$ cat src/rtl/explosion_sequencer_if.sv
// Explosion sequencer bus: game-logic trigger, VGA counters, sprite ROM and
// palette-side pixel outputs.
interface explosion_sequencer_if #(
    parameter int ADDR_W = 13
);
    logic              frame_tick;
    logic              trigger;
    logic [9:0]        trig_x;
    logic [9:0]        trig_y;
    logic              abort;
    logic [9:0]        draw_x;
    logic [9:0]        draw_y;
    logic [ADDR_W-1:0] rom_addr;
    logic [3:0]        rom_index;
    logic [3:0]        pix_index;
    logic              pix_valid;
    logic              busy;
    logic [2:0]        frame_idx;
    logic              done;

    modport slave (
        input  frame_tick, trigger, trig_x, trig_y, abort,
        input  draw_x, draw_y, rom_index,
        output rom_addr, pix_index, pix_valid, busy, frame_idx, done
    );

    modport master (
        output frame_tick, trigger, trig_x, trig_y, abort,
        output draw_x, draw_y, rom_index,
        input  rom_addr, pix_index, pix_valid, busy, frame_idx, done
    );
endinterface

$ cat src/rtl/explosion_sequencer.sv
// Tank explosion sprite sequencer: frame-boundary animation, ROM addressing.
// Build option EXPLOSION_RETRIGGER_EN: trigger while busy restarts the run.
module explosion_sequencer #(
    parameter int NUM_FRAMES  = 5,
    parameter int HOLD_FRAMES = 4,
    parameter int SPRITE_W    = 32,
    parameter int SPRITE_H    = 32,
    parameter int ADDR_W      = 13,
    parameter int TRANSP_IDX  = 2
) (
    input logic                   clk,
    input logic                   reset_n,
    explosion_sequencer_if.slave  bus
);
    localparam int LOG_W = $clog2(SPRITE_W);
    localparam int LOG_H = $clog2(SPRITE_H);
    localparam int FR_SH = LOG_W + LOG_H;
    localparam int HC_W  = (HOLD_FRAMES > 1) ? $clog2(HOLD_FRAMES) : 1;

    localparam logic [HC_W-1:0] HOLD_MAX = HC_W'(HOLD_FRAMES - 1);
    localparam logic [2:0]      LAST_FR  = 3'(NUM_FRAMES - 1);

    typedef enum logic [1:0] {
        IDLE = 2'd0,
        ARM  = 2'd1,
        PLAY = 2'd2
    } state_t;

    state_t            state, state_n;
    logic [2:0]        frame_q, frame_n;
    logic [HC_W-1:0]   hold_q, hold_n;
    logic [9:0]        pos_x, pos_x_n;
    logic [9:0]        pos_y, pos_y_n;
    logic              done_q, done_n;
    logic              in_box, in_box_q;
    logic              retrig;
    logic [10:0]       x_end, y_end;
    logic [9:0]        dx, dy;
    logic [ADDR_W-1:0] addr_full;

`ifdef EXPLOSION_RETRIGGER_EN
    assign retrig = bus.trigger && (state != IDLE);
`else
    assign retrig = 1'b0;
`endif

    always_ff @(posedge clk) begin
        if (!reset_n) begin
            state    <= IDLE;
            frame_q  <= '0;
            hold_q   <= '0;
            pos_x    <= '0;
            pos_y    <= '0;
            done_q   <= 1'b0;
            in_box_q <= 1'b0;
        end else begin
            state    <= state_n;
            frame_q  <= frame_n;
            hold_q   <= hold_n;
            pos_x    <= pos_x_n;
            pos_y    <= pos_y_n;
            done_q   <= done_n;
            in_box_q <= in_box;
        end
    end

    // abort beats a restart, which beats normal sequencing
    always_comb begin
        state_n = state;
        frame_n = frame_q;
        hold_n  = hold_q;
        pos_x_n = pos_x;
        pos_y_n = pos_y;
        done_n  = 1'b0;
        if (bus.abort) begin
            state_n = IDLE;
            frame_n = '0;
            hold_n  = '0;
        end else if (retrig) begin
            state_n = ARM;
            frame_n = '0;
            hold_n  = '0;
            pos_x_n = bus.trig_x;
            pos_y_n = bus.trig_y;
        end else begin
            unique case (state)
                IDLE: begin
                    if (bus.trigger) begin
                        state_n = ARM;
                        pos_x_n = bus.trig_x;
                        pos_y_n = bus.trig_y;
                    end
                end
                ARM: begin
                    if (bus.frame_tick) begin
                        state_n = PLAY;
                        frame_n = '0;
                        hold_n  = '0;
                    end
                end
                PLAY: begin
                    if (bus.frame_tick) begin
                        if (hold_q < HOLD_MAX) begin
                            hold_n = hold_q + 1'b1;
                        end else begin
                            hold_n = '0;
                            if (frame_q == LAST_FR) begin
                                state_n = IDLE;
                                frame_n = '0;
                                done_n  = 1'b1;
                            end else begin
                                frame_n = frame_q + 3'd1;
                            end
                        end
                    end
                end
                default: state_n = IDLE;
            endcase
        end
    end

    // 11-bit box edges so sprites near the right/bottom edge do not wrap
    assign x_end = {1'b0, pos_x} + 11'(SPRITE_W);
    assign y_end = {1'b0, pos_y} + 11'(SPRITE_H);

    assign in_box = (state == PLAY)
                 && (bus.draw_x >= pos_x)
                 && ({1'b0, bus.draw_x} < x_end)
                 && (bus.draw_y >= pos_y)
                 && ({1'b0, bus.draw_y} < y_end);

    assign dx = bus.draw_x - pos_x;
    assign dy = bus.draw_y - pos_y;

    assign addr_full = (ADDR_W'(frame_q) << FR_SH)
                     + (ADDR_W'(dy) << LOG_W)
                     + ADDR_W'(dx);

    assign bus.rom_addr  = in_box ? addr_full : '0;
    assign bus.pix_index = bus.rom_index;
    assign bus.pix_valid = in_box_q && (bus.rom_index != 4'(TRANSP_IDX));
    assign bus.busy      = (state != IDLE);
    assign bus.frame_idx = frame_q;
    assign bus.done      = done_q;
endmodule

$ cat src/flat_wrapper.sv
// flat-port wrapper written by rule: the top's interface ports become plain ports
module explosion_sequencer_flat 
#(
    parameter int NUM_FRAMES  = 5,
    parameter int HOLD_FRAMES = 4,
    parameter int SPRITE_W    = 32,
    parameter int SPRITE_H    = 32,
    parameter int ADDR_W      = 13,
    parameter int TRANSP_IDX  = 2
)
  (clk, reset_n, bus_frame_tick, bus_trigger, bus_trig_x, bus_trig_y, bus_abort, bus_draw_x, bus_draw_y, bus_rom_index, bus_rom_addr, bus_pix_index, bus_pix_valid, bus_busy, bus_frame_idx, bus_done);
  explosion_sequencer_if #(.ADDR_W(ADDR_W)) bus_i ();
  input logic clk;
  input logic reset_n;
  input wire logic [$bits(bus_i.frame_tick)-1:0] bus_frame_tick;
  input wire logic [$bits(bus_i.trigger)-1:0] bus_trigger;
  input wire logic [$bits(bus_i.trig_x)-1:0] bus_trig_x;
  input wire logic [$bits(bus_i.trig_y)-1:0] bus_trig_y;
  input wire logic [$bits(bus_i.abort)-1:0] bus_abort;
  input wire logic [$bits(bus_i.draw_x)-1:0] bus_draw_x;
  input wire logic [$bits(bus_i.draw_y)-1:0] bus_draw_y;
  input wire logic [$bits(bus_i.rom_index)-1:0] bus_rom_index;
  output wire logic [$bits(bus_i.rom_addr)-1:0] bus_rom_addr;
  output wire logic [$bits(bus_i.pix_index)-1:0] bus_pix_index;
  output wire logic [$bits(bus_i.pix_valid)-1:0] bus_pix_valid;
  output wire logic [$bits(bus_i.busy)-1:0] bus_busy;
  output wire logic [$bits(bus_i.frame_idx)-1:0] bus_frame_idx;
  output wire logic [$bits(bus_i.done)-1:0] bus_done;
  assign bus_i.frame_tick = bus_frame_tick;
  assign bus_i.trigger = bus_trigger;
  assign bus_i.trig_x = bus_trig_x;
  assign bus_i.trig_y = bus_trig_y;
  assign bus_i.abort = bus_abort;
  assign bus_i.draw_x = bus_draw_x;
  assign bus_i.draw_y = bus_draw_y;
  assign bus_i.rom_index = bus_rom_index;
  assign bus_rom_addr = bus_i.rom_addr;
  assign bus_pix_index = bus_i.pix_index;
  assign bus_pix_valid = bus_i.pix_valid;
  assign bus_busy = bus_i.busy;
  assign bus_frame_idx = bus_i.frame_idx;
  assign bus_done = bus_i.done;
  explosion_sequencer #(.NUM_FRAMES(NUM_FRAMES), .HOLD_FRAMES(HOLD_FRAMES), .SPRITE_W(SPRITE_W), .SPRITE_H(SPRITE_H), .ADDR_W(ADDR_W), .TRANSP_IDX(TRANSP_IDX)) u_core (.clk(clk), .reset_n(reset_n), .bus(bus_i));
endmodule
$ cat config.mk
export PLATFORM = sky130hd
export DESIGN_NAME = explosion_sequencer_flat
export DESIGN_NICKNAME = d
export VERILOG_FILES = /design/src/rtl/explosion_sequencer_if.sv /design/src/rtl/explosion_sequencer.sv /design/src/flat_wrapper.sv
export SDC_FILE = /design/constraint.sdc
export NUM_CORES = 1
export LEC_CHECK = 0
export CAP_MARGIN = 20
export CORE_MARGIN = 2
export CORE_UTILIZATION = 40
export DETAILED_ROUTE_END_ITERATION = 6
export PLACE_DENSITY = 0.7
export SLEW_MARGIN = 25
export SYNTH_ARGS = -nofsm -noshare
export SYNTH_HDL_FRONTEND = slang
export SYNTH_SLANG_ARGS = --single-unit
$ cat constraint.sdc
create_clock -name clk -period 4.9 [get_ports clk]
set_input_delay 1.225 -clock clk [delete_from_list [all_inputs] [get_ports clk]]
set_output_delay 1.225 -clock clk [all_outputs]
set_load 0.005 [all_outputs]
==> flow_summary_export.csv <==
group,metric,value,unit
status,status,"complete, but fails checks",
status,failed_checks,"negative setup slack",
cts,numCtsBuffers,5,
finish,layout-drive-gt1-share,25.52,%
global_routing,grt_overflow,0,
routing,drtAntennaViolNets,0,
finish,seqCellArea,580.6,um2
sta,hold_violations,0,
floorplan,ios,72,
global_routing,grt_max_degree,22,
routing,wl_per_cell,13.53,um
placement,place_inst,541,
global_routing,grt_usage,20.52,%
pwr,powerDensity,225.4,nW/um2
cts,worstSkewPairLatency,0.29,ns
floorplan,die_h,87.41,um
cts,htreeDepth,2,
cts,path_clk_slew,0.07,ns
critical_path,cp_max_fo,2,
synthesis,synth-async-reset-ratio,0,%
sta,skew,0.01393,ns
finish,final_cells,562,
cts,clk_path_buf_depth,2,
critical_path,cp_slowest_cell,"fa_2",
floorplan,die_area,7640,um2
cts,cts_tree,"yes",
pwr,ir_drop,0.0001489,V
synthesis,synthFlopType,"dfxtp_1",
critical_path,cp.required,3.67,ns
finish,fin_util,63.04,%
routing,vias,2875,
pwr,power,0.9601,mW
routing,drc,0,
critical_path,arrival,4.15,ns
min_path,min_path_cells,2,
floorplan,start_util,41.19,%
sta,worst_slew_pin_slew,0.7790,ns
global_routing,antenna_found_initial,0,
synthesis,ys_seq_area_share,20.86,%
finish,multi_input_area,2162,um2
synthesis,yosysWarnings,0,
critical_path,cp-end-kind,"output port",
sta,max_freq,0.1860,GHz
routing,drt_iter0_drc,63,
finish,area_growth,53.06,%
placement,gpl.final_weighted_congestion,0.8165,
placement,place_ws,-1.273,ns
global_routing,grt_pass1_wl,12480,um
placement,port_buffers,71,
pwr,leakage,1.831,nW
placement,placed_area,3908,um2
finish,fin_area,4259,um2
min_path,hold_end,"u_core.pos_x[4]$_SDFFE_PN0P_",
synthesis,synth_seq_cells,29,
critical_path,max_stage_delay,0.41,ns
critical_path,critPathBufInv,3,
synthesis,synth.distinct_cells,45,
floorplan,core,6756,um2
synthesis,netlist_instances,359,
min_path,min_from,"u_core.pos_x[4]$_SDFFE_PN0P_",
sta,min_period_over_period,109.7,%
routing,drt_wl_total,7606,um
cts,clk_root_buffer_cell,"clkbuf_8",
sta,setup_ws,-0.4775,ns
critical_path,cp_common_cell,"a21o_1",
synthesis,syn_avg_cell_area,7.751,um2
finish,diodes,0,
finish,layout_common_cells,"nand2_1, buf_4, clkdlybuf4s50_1",
critical_path,r2r-start,"u_core.pos_y[2]$_SDFFE_PN0P_",
cts,numClockSinks,29,
finish,nNetsFinal,575,
global_routing,grt_pass1_vias,2829,
critical_path,r2r_cells,12,
min_path,hold_path_class,"flip-flop to flip-flop",
flow_run,drv_cap,0,
routing,drt_first_pass_iters,4,
synthesis,synth_edf_count,0,
critical_path,worstSetupPathType,"input pin to output port",
sta,holdWs,0.4606,ns
critical_path,rrSetupSlack,2.59,ns
finish,fillers,596,
sta,fin_crit,5.377,ns
floorplan,dieWidth,87.41,um
sta,drv_slew,0,
sta,final.setup.tns,-1.776,ns
critical_path,critPathTopFamily,"compound AO/OA/AOI/OAI gates",
sta,slew_headroom,48.01,%
synthesis,syn_nets,453,
critical_path,crit_path_start_kind,"input pin",
critical_path,timing.critical_path.cells,"clkdlybuf4s15_1 -> fa_2 -> a21o_1 -> a21o_1 -> a21oi_2 -> o21bai_1 -> xor2_1 -> buf_4 -> fa_2 -> a21o_1 -> a21oi_2 -> o21bai_1 -> a21oi_1 -> xor2_1 -> nor3_2 -> buf_2",
placement,dp_hpwl,5647,um
floorplan,num_rows,30,
synthesis,syn-cell-area,2783,um2
sta,setup_viol,6,
routing,vias_per_cell,5.116,
sta,rsz0062_at_grt,"true",
critical_path,r2r-end,"u_core.in_box_q$_SDFF_PN0_",
## final cells by class
type,count,area share (%)
inverters,40,3.584
repair buffers,129,26.94
clock inverters,1,0.7051
clock buffers,7,2.027
flip-flops and latches,29,13.63
multi-input cells,276,50.76
well taps,80,2.350
## registers in the layout (all words and copies together) (netlist names)
name	flops
u_core.pos_x	10
u_core.bus.done	1
u_core.hold_q	2
u_core.pos_y	10
u_core.in_box_q	1
u_core.bus.frame_idx	3
u_core.state	2
## repair_timing
action	CTS	global route
buffers inserted	13	7
cloned	1	0
setup endpoints to repair	13	13
hold buffers	0	0
resized for setup	81	11
pin swaps	36	22
## cell families (layout without fill, tap and decap cells)
family                     after synthesis  count (layout)  synth area share, %
muxes                                    2               2               0.7195
xor gates and xnor gates                24              24                7.554
AOI/OAI and AO/OA                       87              87                19.83
adders and majority gates               45              45                21.04
DFF                                     29              29                20.86
and+or+nand+nor                        118             118                21.76
buffers and inverters                   54             177                8.228
## Yosys cell counts (2+ instances only)
master	n	area share (%)
fa_1	3	2.2
nand3_1	9	1.6
nand2_1	52	7.0
a211o_1	4	1.3
o211ai_1	4	1.1
a21o_1	10	2.7
nand2b_1	4	0.90
a211oi_1	2	0.54
dfxtp_1	29	21
nor3b_1	2	0.54
nor2_1	12	1.6
ha_1	42	19
nand4_1	2	0.45
mux2i_1	2	0.72
xnor2_1	16	5.0
o221ai_1	2	0.63
o21bai_1	4	1.1
inv_1	40	5.4
and3_1	5	1.1
nor3_1	11	2.0
clkbuf_1	8	1.1
nor3_2	10	3.6
xor2_1	8	2.5
o21a_1	3	0.81
nor2b_1	4	0.90
a21oi_1	42	7.6
a22oi_1	2	0.54
buf_4	5	1.3
o21ai_0	6	1.1
## power breakdown
| part | leakage (nW) | switching, mW | internal [mW] |
|---|---|---|---|
| Sequential | 0.236 | 0.00788 | 0.244 |
| Combinational | 1.54 | 0.199 | 0.239 |
| Clock | 0.0585 | 0.104 | 0.166 |
| Total | 1.83 | 0.311 | 0.649 |
## worst min-delay path, cell delays in order (launching register included)
cell and delay (ns):
dfxtp_1 0.31, nand2_1 0.05, a21oi_1 0.05
## routing by layer
layer / vias to the layer above / GRT usage (%) / part of all wire [%]
met1: 1344 / 25.43 / 46
met4: 0 / 5.175 / 1.3
met2: 44 / 36.50 / 50
met5: - / 0 / 0
li1: 1478 / - / -
met3: 9 / 3.602 / 2.7
## how the worst max path moves through the flow
stage | start | to | slack (ns) | cells past startpoint
2_1_floorplan | bus_draw_x[0] | bus_rom_addr[12] | -0.17 | 16
5_1_grt | bus_draw_x[0] | bus_rom_addr[11] | -0.59 | 19
3_5_place_dp | bus_draw_x[0] | bus_rom_addr[12] | -1.27 | 18
4_1_cts | bus_draw_x[0] | bus_rom_addr[12] | -0.43 | 18
6_report | bus_draw_x[1] | bus_rom_addr[11] | -0.48 | 16
3_3_place_gp | bus_draw_x[0] | bus_rom_addr[12] | -1.21 | 18
Note: power is estimated with default switching activity, not from simulation.
